### config.mk
export PLATFORM = sky130hd
export DESIGN_NAME = alu4_nibble_seq
export DESIGN_NICKNAME = d
export VERILOG_FILES = /design/src/rtl/alu4_nibble_seq.sv
export SDC_FILE = /design/constraint.sdc
export NUM_CORES = 1
export LEC_CHECK = 0
export ABC_AREA = 1
export BUFFER_PORTS_ARGS = -buffer_cell sky130_fd_sc_hd__buf_2
export CORE_MARGIN = 5
export CORE_UTILIZATION = 30
export CTS_CLUSTER_DIAMETER = 50
export DETAILED_ROUTE_END_ITERATION = 10
export PLACE_DENSITY_LB_ADDON = 0.08
export SLEW_MARGIN = 20
export SYNTH_ARGS = -nofsm -noshare
export SYNTH_HDL_FRONTEND = slang
export SYNTH_SLANG_ARGS = --single-unit
### constraint.sdc
create_clock -name clk -period 2.8 [get_ports clk]
set_input_delay 0.7 -clock clk [delete_from_list [all_inputs] [get_ports clk]]
set_output_delay 0.7 -clock clk [all_outputs]
set_load 0.02 [all_outputs]
### src/rtl/alu4_nibble_seq.sv
// Multi-precision sequencer: issues one wide operation to a shared 4-bit ALU
// one nibble per cycle, chaining math and rotate carries between nibbles.
module alu4_nibble_seq #(
   parameter int NIBBLES = 4
) (
   input  logic                   clk,
   input  logic                   rst,
   input  logic                   start,
   input  logic [3:0]             opcode,
   input  logic                   msb_first,
   input  logic [4*NIBBLES-1:0]   a,
   input  logic [4*NIBBLES-1:0]   b,
   input  logic                   carry_in,
   input  logic                   rot_in,
   output logic [3:0]             alu_a,
   output logic [3:0]             alu_b,
   output logic [3:0]             alu_op,
   output logic                   alu_cin,
   output logic                   alu_rin,
   input  logic [3:0]             alu_out,
   input  logic                   alu_cout,
   input  logic                   alu_rout,
   input  logic                   alu_ovf,
   output logic                   busy,
   output logic                   done,
   output logic [4*NIBBLES-1:0]   result,
   output logic                   carry_out,
   output logic                   rot_out,
   output logic                   overflow,
   output logic                   zero
);

   localparam int W  = 4 * NIBBLES;
   localparam int IW = $clog2(NIBBLES);

   localparam logic [1:0] IDLE = 2'd0;
   localparam logic [1:0] RUN  = 2'd1;
   localparam logic [1:0] DONE = 2'd2;

   logic [1:0]    state;
   logic [IW-1:0] idx;
   logic [W-1:0]  a_q;
   logic [W-1:0]  b_q;
   logic [3:0]    op_q;
   logic          msbf_q;
   logic          cchain;
   logic          rchain;
   logic          zacc;
   logic          run;
   logic          accept;
   logic          last;

   assign run    = (state == RUN);
   assign accept = start && (state != RUN);
   assign busy   = run;
   assign done   = (state == DONE);

   // Final nibble is detected before stepping, so idx never wraps
   assign last = msbf_q ? (idx == '0) : (idx == IW'(NIBBLES - 1));

   always_comb begin
      alu_a   = 4'd0;
      alu_b   = 4'd0;
      alu_op  = 4'd0;
      alu_cin = 1'b0;
      alu_rin = 1'b0;
      if (run) begin
         alu_a   = a_q[4*idx +: 4];
         alu_b   = b_q[4*idx +: 4];
         alu_op  = op_q;
         alu_cin = cchain;
         alu_rin = rchain;
      end
   end

   always_ff @(posedge clk) begin
      if (rst) begin
         state     <= IDLE;
         idx       <= '0;
         a_q       <= '0;
         b_q       <= '0;
         op_q      <= 4'd0;
         msbf_q    <= 1'b0;
         cchain    <= 1'b0;
         rchain    <= 1'b0;
         zacc      <= 1'b0;
         result    <= '0;
         carry_out <= 1'b0;
         rot_out   <= 1'b0;
         overflow  <= 1'b0;
         zero      <= 1'b0;
      end else if (accept) begin
         state  <= RUN;
         a_q    <= a;
         b_q    <= b;
         op_q   <= opcode;
         msbf_q <= msb_first;
         idx    <= msb_first ? IW'(NIBBLES - 1) : '0;
         cchain <= carry_in;
         rchain <= rot_in;
         zacc   <= 1'b1;
      end else begin
         unique case (state)
            RUN: begin
               result[4*idx +: 4] <= alu_out;
               cchain <= alu_cout;
               rchain <= alu_rout;
               zacc   <= zacc & (alu_out == 4'd0);
               if (last) begin
                  state     <= DONE;
                  carry_out <= alu_cout;
                  rot_out   <= alu_rout;
                  overflow  <= alu_ovf;
                  zero      <= zacc & (alu_out == 4'd0);
               end else begin
                  idx <= msbf_q ? idx - 1'b1 : idx + 1'b1;
               end
            end
            DONE:    state <= IDLE;
            default: state <= IDLE;
         endcase
      end
   end

endmodule

==> results.json, run 1 <==
{
  "outcome": "completed",
  "drtIter0Drc": 62,
  "met1_length_mm": 3.64,
  "numClockSinks": 64,
  "drc": 0,
  "ir_drop_v": 0.000206,
  "final_nets": 543,
  "hpwl_mm": 5.33,
  "htreeDepth": 3,
  "fin_skew_ns": 0.00487,
  "synth_top_area_cell": "dfxtp_1",
  "io_buffers": 84,
  "start_kind": "flop",
  "dieWidth_um": 108,
  "grt_pass1_vias": 2698,
  "hp-class": "reg2reg",
  "grt_use_total_pct": 13.4,
  "clk-insertion-delay-late_ns": 0.33,
  "critPathArrivalTime_ns": 1.87,
  "tightest_slew_ns": 0.663,
  "ys.flop_type": "dfxtp_1",
  "netlist_area_sq_um": 2860,
  "cts_root_buf": "clkbuf_8",
  "synthTopCellsByArea": "dfxtp_1, nor2_1, o21ai_0, nand2_1, a21oi_1",
  "synthDistinctLibCells": 19,
  "diodes": 0,
  "worstPathMaxFanout": 15,
  "area_delta_synth_final_pct": 24.4,
  "grt_first_pass_wirelength_mm": 12.4,
  "cp-end-kind": "primary output",
  "postCtsHoldBufs": 0,
  "power_w": 0.00207,
  "syn_nets": 461,
  "die_h_um": 108,
  "synth_edf_count": 0,
  "relSlewSlack_pct": 55.8,
  "grt_start_max_net_pins": 46,
  "hold_viol": 0,
  "post_route_cells_drive_above_1_share_pct": 24.2,
  "cts_max_path_buffers": 2,
  "async_flop_share_pct": 0,
  "wl_met3_um": 357,
  "rsz0062_at_grt": "no",
  "overflow": 0,
  "cts-buffers-inserted": 9,
  "synth_top_area_share_pct": 44.9,
  "fin_crit_sh_pct": 91.9,
  "cts.clk_slew.worst_paths_ns": 0.06,
  "rows": 35,
  "fill_cells": 1046,
  "die_area_sq_um": 11600,
  "ys_warn_count": 0,
  "antenna_found_initial": 0,
  "initial_utilization_pct": 30.9,
  "vias": 2709,
  "ant_nets": 0,
  "criticalPathCategory": "reg2out",
  "coreArea_sq_um": 9240,
  "gp_congestion": 0.756,
  "avgSynthCellArea_sq_um": 7.03,
  "period_needed_ns": 2.57,
  "syn_inst": 406,
  "cap_violations": 0,
  "synth-seq-area-share_pct": 44.9,
  "cts_tree": "yes",
  "synth-seq-cells": 64,
  "timing.fmax_mhz": 389,
  "wl_mm": 7.47,
  "yosysMostFrequentCell": "nor2_1",
  "wl_met2_mm": 3.38,
  "p_leak_nw": 1.67,
  "setup_viol": 0,
  "worst-endpoint-required_ns": 2.10,
  "maxSlewViolCount": 0,
  "dr.pass1.iters": 4,
  "drt-vias-per-instance": 4.37,
  "maxUsedRoutingLayer": "met4",
  "io_pins": 85,
  "synthTopCellsByCount": "nor2_1, dfxtp_1, o21ai_0",
  "setup_tns_ns": 0,
  "pwr_density_cell_nw_per_um2": 583,
  "drt-wirelength-per-cell_um": 12.0
}
-- worst max-delay path: stages, from the launching register on --
cell	delay [ns]
dfxtp_1	0.68
buf_4	0.28
nor2_1	0.05
nor2_1	0.07
o21ai_0	0.08
a21oi_1	0.18
buf_2	0.20
-- state kept, by name, summed over array words and instances, names as in the netlist --
| name | count |
|---|---|
| state | 2 |
| rot_out | 1 |
| b_q | 16 |
| idx | 2 |
| op_q | 4 |
| zacc | 1 |
| msbf_q | 1 |
| rchain | 1 |
| zero | 1 |
| result | 16 |
| cchain | 1 |
| carry_out | 1 |
| a_q | 16 |
| overflow | 1 |
-- cells by family after synthesis --
kind of cell             share of synthesized area [%]
buffers and inverters                             6.92
adder cells (fa/ha/maj)                           2.63
AO/OA/AOI/OAI                                     16.0
flip-flops                                        44.9
AND/OR/NAND/NOR                                   29.6
-- where the power goes --
| group | internal [W] | leakage [nW] | switching (W) | total [W] |
|---|---|---|---|---|
| combinational | 0.000145 | 1.07 | 0.000264 | 0.000410 |
| clock | 0.000335 | 0.0794 | 0.000319 | 0.000655 |
| sequential | 0.000971 | 0.526 | 0.0000353 | 0.00101 |
| total | 0.00145 | 1.67 | 0.000619 | 0.00207 |
-- worst paths after layout --
path | end | slack (ns) | start | cells after the start
max | alu_a[0] | 0.23 | idx[0] | 6
min | op_q[1] | 0.46 | op_q[1] | 2
max reg2reg | result[1] | 0.62 | idx[0] | 9
min reg2reg | op_q[1] | 0.46 | op_q[1] | 2
-- timing repair --
action	CTS	global route
endpoints found under the setup margin	0	2
setup buffers	0	2
resized for setup	0	1
-- final cells by class --
type / count / area (sq um) / area share, %
well taps: 129 / 161 / 4.55
flip-flops and latches: 64 / 1280 / 36.1
multi-input cells: 296 / 1380 / 38.8
clock buffers: 13 / 149 / 4.19
clock inverters: 1 / 5.00 / 0.141
inverters: 25 / 97.6 / 2.75
repair buffers: 92 / 480 / 13.5
-- cell usage in the layout, fill, tap and decap left out, types with 6 or more instances in the layout --
cell      synthesis  final
nor2_1          123    123
buf_2             8     84
dfxtp_1          64     64
o21ai_0          57     57
nand2_1          54     54
a21oi_1          31     31
inv_1            24     22
nand3_1          10     10
clkbuf_8          0     10
buf_4             0      8
ha_1              6      6
-- metal layers --
layer  vias to the layer above  track usage, %
met3                         8            3.30
met5                         -               0
met2                        61            22.2
li1                       1451               -
met4                         0            5.14
met1                      1189            16.6
-- stage by stage --
stage | hold slack, ns | worst slack [ns] | utilization, % | area, sq um | cells
after global routing | 0.471 | 0.0450 | 38.4 | 3550 | 620
after CTS | 0.458 | 0.190 | 38.2 | 3530 | 618
final | 0.456 | 0.228 | 38.4 | 3550 | 620
after detailed placement | 0.449 | 0.569 | 36.6 | 3380 | 604
after global placement | 0.441 | 0.559 | 36.6 | 3380 | 604
after floorplan | 0.430 | 0.811 | - | 2860 | 406
Power figures use the tool's default switching activity.
==> run 2: changes to the inputs <==
Settings changed: CORE_UTILIZATION 30 to 45.
==> run 2 against run 1 <==
Compared with the run above: routed wire length down 10%; sequential share of layout area increased by 0.36 points; fmax rose by 1.4%; clock power rose by 31%; hold slack lost 0.0015 ns; register-to-register slack barely moved; power increased by 9.0%; clock skew rose by 0.0020 ns; first-iteration DRC count rose by 110%; setup slack gained 0.037 ns; combinational power down 3%; highest routed layer unchanged.
==> results.json, run 2 (synthesized netlist as in run 1, its figures left out) <==
{
  "numClockSinks": 64,
  "crit_family": "flip-flops",
  "cts_root_buf": "clkbuf_8",
  "grt_start_max_net_pins": 46,
  "initial_utilization_pct": 45.5,
  "multiInputGateArea_sq_um": 1380,
  "start_kind": "flop",
  "period_needed_ns": 2.54,
  "grt_pass1_vias": 2546,
  "diodes": 0,
  "criticalPathCategory": "reg2out",
  "ir_drop_v": 0.000325,
  "drt-wirelength-per-cell_um": 11.9,
  "io_buffers": 84,
  "coreArea_sq_um": 6280,
  "place_area_sq_um": 3300,
  "critPathArrivalTime_ns": 1.84,
  "die_area_sq_um": 8040,
  "cap_violations": 0,
  "area_delta_synth_final_pct": 23.1,
  "overflow": 0,
  "post_route_cells_drive_above_1_share_pct": 24.1,
  "worstPathMaxFanout": 13,
  "rsz0062_at_grt": "no",
  "cp_num_buf_inv": 2,
  "grt_use_total_pct": 17.6,
  "dr.pass1.iters": 4,
  "timing.fmax_mhz": 394,
  "postCtsHoldBufs": 0,
  "relSlewSlack_pct": 54.9,
  "gp_congestion": 0.812,
  "dieWidth_um": 89.7,
  "antenna_found_initial": 0,
  "crit_path_cell_trace": "buf_4 -> nor2_1 -> nor2_1 -> o21ai_0 -> a21oi_1 -> buf_2",
  "die_h_um": 89.7,
  "fill_cells": 654,
  "fin_crit_sh_pct": 90.5,
  "outcome": "completed",
  "tightest_slew_ns": 0.674,
  "setup_viol": 0,
  "hold_viol": 0,
  "maxSlewViolCount": 0,
  "cts_setup_buffers": 0,
  "worst-endpoint-required_ns": 2.10,
  "crit_path_max_incr_delay_ns": 0.60,
  "rows": 29,
  "htreeDepth": 3,
  "io_pins": 85,
  "cts-buffers-inserted": 9,
  "cp-end-kind": "primary output",
  "grt_first_pass_wirelength_mm": 11.0,
  "clk-insertion-delay-late_ns": 0.34,
  "wl_mm": 6.72,
  "drt-vias-per-instance": 4.83,
  "cts_max_path_buffers": 2,
  "final_common_cell": "nor2_1",
  "vias": 2735,
  "final_cell_mix": "nor2_1, buf_2, dfxtp_1",
  "hpwl_mm": 4.58,
  "cts_tree": "yes",
  "pwr_density_cell_nw_per_um2": 642,
  "ctsResizeCount": 0,
  "setup_tns_ns": 0,
  "ant_nets": 0,
  "drc": 0,
  "hp-class": "reg2reg",
  "top_regs": "a_q (16), b_q (16), result (16)",
  "final_cell_area_sq_um": 3520,
  "fin_skew_ns": 0.00685,
  "final_nets": 539,
  "register_area_sq_um": 1280,
  "drtIter0Drc": 133,
  "slowest_stage": "dfxtp_1",
  "cpMostUsedCell": "nor2_1",
  "p_leak_nw": 1.69,
  "cts.clk_slew.worst_paths_ns": 0.07
}
-- run 2: tightest hold or removal path: cells and delay by family (launching register included) --
family	cells	cell delay (ns)
DFF	1	0.30
buffers and inverters	1	0.06
AOI/OAI and AO/OA	1	0.05
-- run 2: cell type report --
class	count	area share [%]
well taps	77	2.74
clock inverters	2	0.996
clock buffers	14	5.20
inverters	25	2.67
multi-input cells	296	39.1
repair buffers	88	12.8
flip-flops and latches	64	36.4
-- run 2: layer usage --
layer | global-route usage, % | up-vias | wire [um]
met3 | 5.84 | 15 | 432
met5 | 0 | - | 0
met2 | 30.2 | 62 | 3220
met4 | 6.50 | 0 | 119
li1 | - | 1440 | -
met1 | 20.3 | 1218 | 2940
-- run 2: path summary, 6_finish.rpt --
check	slack [ns]	from	end	depth (start not counted)
max	0.26	idx[0]	alu_b[3]	6
min	0.45	op_q[2]	op_q[2]	2
max reg2reg	0.63	idx[0]	result[2]	8
min reg2reg	0.45	op_q[2]	op_q[2]	2
-- run 2: power by group --
group          leakage, nW  internal (W)  switching [W]
logic                 1.05      0.000138       0.000257
clock network        0.113      0.000508       0.000350
registers            0.526      0.000970      0.0000321
total                 1.69       0.00162       0.000639
-- run 2: stage by stage --
stage / std cells / hold slack (ns) / setup slack (ns) / util [%] / total power, W
2_1_floorplan: 406 / 0.430 / 0.811 / - / 0.00131
3_3_place_gp: 550 / 0.442 / 0.574 / 52.5 / 0.00142
3_5_place_dp: 550 / 0.444 / 0.532 / 52.5 / 0.00142
4_1_cts: 566 / 0.454 / 0.255 / 56.0 / 0.00229
5_1_grt: 566 / 0.473 / 0.0984 / 56.0 / 0.00238
6_report: 566 / 0.454 / 0.265 / 56.0 / 0.00226
==> run 3: changes to the inputs <==
Settings changed: CORE_ASPECT_RATIO set to 0.5.
==> run 3 against run 2 <==
Compared with the run above: clock-buffer cell count is 1 lower; sequential power hardly changed; design area is 1.8% higher; sequential share of layout area is 0.65 points lower; non-clock buffer count stayed put; flip-flop and latch count stayed put; fmax is 0.85% higher; register-to-register slack better by 0.16 ns; clock skew is 0.0023 ns lower; critical path depth is 2 lower; die area is 1.2% higher; routed wire length is 1.2% higher; critical path type unchanged; largest cell class unchanged; highest routed layer unchanged.
==> results.json, run 3 (synthesized netlist as in run 1, its figures left out) <==
{
  "pwr_density_cell_nw_per_um2": 667,
  "numClockSinks": 64,
  "coreArea_sq_um": 6110,
  "post_route_cells_drive_above_1_share_pct": 23.5,
  "relSlewSlack_pct": 30.1,
  "timing.fmax_mhz": 398,
  "final_cell_area_sq_um": 3580,
  "setup_viol": 0,
  "criticalPathCategory": "reg2out",
  "start_kind": "flop",
  "critPathArrivalTime_ns": 1.81,
  "cts.clk_slew.worst_paths_ns": 0.05,
  "crit_path_max_incr_delay_ns": 0.50,
  "slowest_stage": "dfxtp_1",
  "power_switching_w": 0.000658,
  "grt_use_total_pct": 18.0,
  "final_nets": 539,
  "tightest_slew_ns": 1.04,
  "drtIter0Drc": 179,
  "diodes": 0,
  "fin_skew_ns": 0.00456,
  "dieWidth_um": 123,
  "final_cell_mix": "nor2_1, buf_2, dfxtp_1",
  "cts_tree": "yes",
  "dp_slack_ns": 0.448,
  "outcome": "completed",
  "fin_crit_sh_pct": 89.8,
  "gp_congestion": 0.790,
  "die_h_um": 66.3,
  "rsz0062_at_grt": "no",
  "vias": 2752,
  "io_pins": 85,
  "drc": 0,
  "cts-buffers-inserted": 9,
  "multiInputGateArea_sq_um": 1380,
  "setup_tns_ns": 0,
  "ant_nets": 0,
  "initial_utilization_pct": 46.8,
  "grt_first_pass_wirelength_mm": 11.4,
  "dr.pass1.iters": 5,
  "postCtsHoldBufs": 0,
  "cap_violations": 0,
  "hpwl_mm": 4.73,
  "fill_cells": 674,
  "io_buffers": 84,
  "clk-insertion-delay-late_ns": 0.32,
  "die_area_sq_um": 8130,
  "place_area_sq_um": 3310,
  "whs_ns": 0.453,
  "htreeDepth": 3,
  "cts_root_buf": "clkbuf_16",
  "antenna_found_initial": 0,
  "hp-class": "reg2reg",
  "internal_power_w": 0.00173,
  "switching_share_pct": 27.6,
  "area_delta_synth_final_pct": 25.4,
  "crit_path_cell_trace": "inv_1 -> o21ai_0 -> a21oi_1 -> buf_2",
  "pwr-share-comb_pct": 16.8,
  "cp-end-kind": "primary output",
  "drt-vias-per-instance": 4.77,
  "grt_pass1_vias": 2604,
  "cts_max_path_buffers": 2,
  "worst-endpoint-required_ns": 2.10,
  "seqPwrFrac_pct": 42.0,
  "final_common_cell": "nor2_1",
  "hold_viol": 0,
  "register_area_sq_um": 1280,
  "ir_drop_v": 0.000399,
  "rows": 20,
  "p_leak_nw": 1.70,
  "cts_setup_buffers": 0,
  "period_needed_ns": 2.51,
  "worstPathMaxFanout": 17,
  "wl_mm": 6.80,
  "top_regs": "a_q (16), b_q (16), result (16)",
  "setup_slack_ns": 0.286,
  "maxSlewViolCount": 0,
  "overflow": 0,
  "drt-wirelength-per-cell_um": 11.8,
  "clkPwrFrac_pct": 41.2,
  "ctsResizeCount": 0,
  "grt_start_max_net_pins": 46
}
-- run 3: changes by cell type in the layout (fill, tap and decap cells not counted), sizes merged --
cell / delta
bufinv: -1
inv: -1
clkinvlp: +1
clkinv: +2
clkbuf: -1
-- run 3: critical path, delay by kind of cell (launching register included) --
family                 cells  cell delay, ns
AOI/OAI and AO/OA          2            0.53
buffers and inverters      2            0.48
DFF                        1            0.50
-- run 3: worst paths after layout --
| check | startpoint | to | slack [ns] | cells past startpoint |
|---|---|---|---|---|
| max | idx[0] | alu_b[1] | 0.29 | 4 |
| min reg2reg | op_q[0] | op_q[0] | 0.45 | 2 |
| max reg2reg | idx[0] | idx[1] | 0.79 | 9 |
| min | op_q[0] | op_q[0] | 0.45 | 2 |
-- run 3: power by group through the flow --
stage / combinational, W / sequential, W / clock [W]
floorplan: 0.000289 / 0.00102 / 0
global placement: 0.000402 / 0.00102 / 0
detailed placement: 0.000403 / 0.00102 / 0
CTS: 0.000405 / 0.00100 / 0.00102
global route: 0.000460 / 0.00101 / 0.00105
finish: 0.000402 / 0.00100 / 0.000984
-- run 3: through the flow --
stage | power, W | std cells | utilization (%)
2_1_floorplan | 0.00131 | 406 | -
3_3_place_gp | 0.00142 | 561 | 54.2
3_5_place_dp | 0.00142 | 561 | 54.2
4_1_cts | 0.00243 | 577 | 58.6
5_1_grt | 0.00252 | 577 | 58.6
6_report | 0.00239 | 577 | 58.6
-- run 3: area by class of cell --
type,instances,area share (%)
Tap cell,88,3.08
Multi-Input combinational cell,296,38.4
Clock buffer,13,6.99
Sequential cell,64,35.8
Clock inverter,3,0.489
Inverter,25,2.62
Timing Repair Buffer,88,12.6
-- run 3: per-layer routing --
metal | up-vias | routed length [um] | global-route usage (%)
met2 | 76 | 2920 | 30.6
met1 | 1221 | 3310 | 21.4
li1 | 1446 | - | -
met4 | 0 | 74 | 5.30
met5 | - | 0 | 0
met3 | 9 | 486 | 6.92
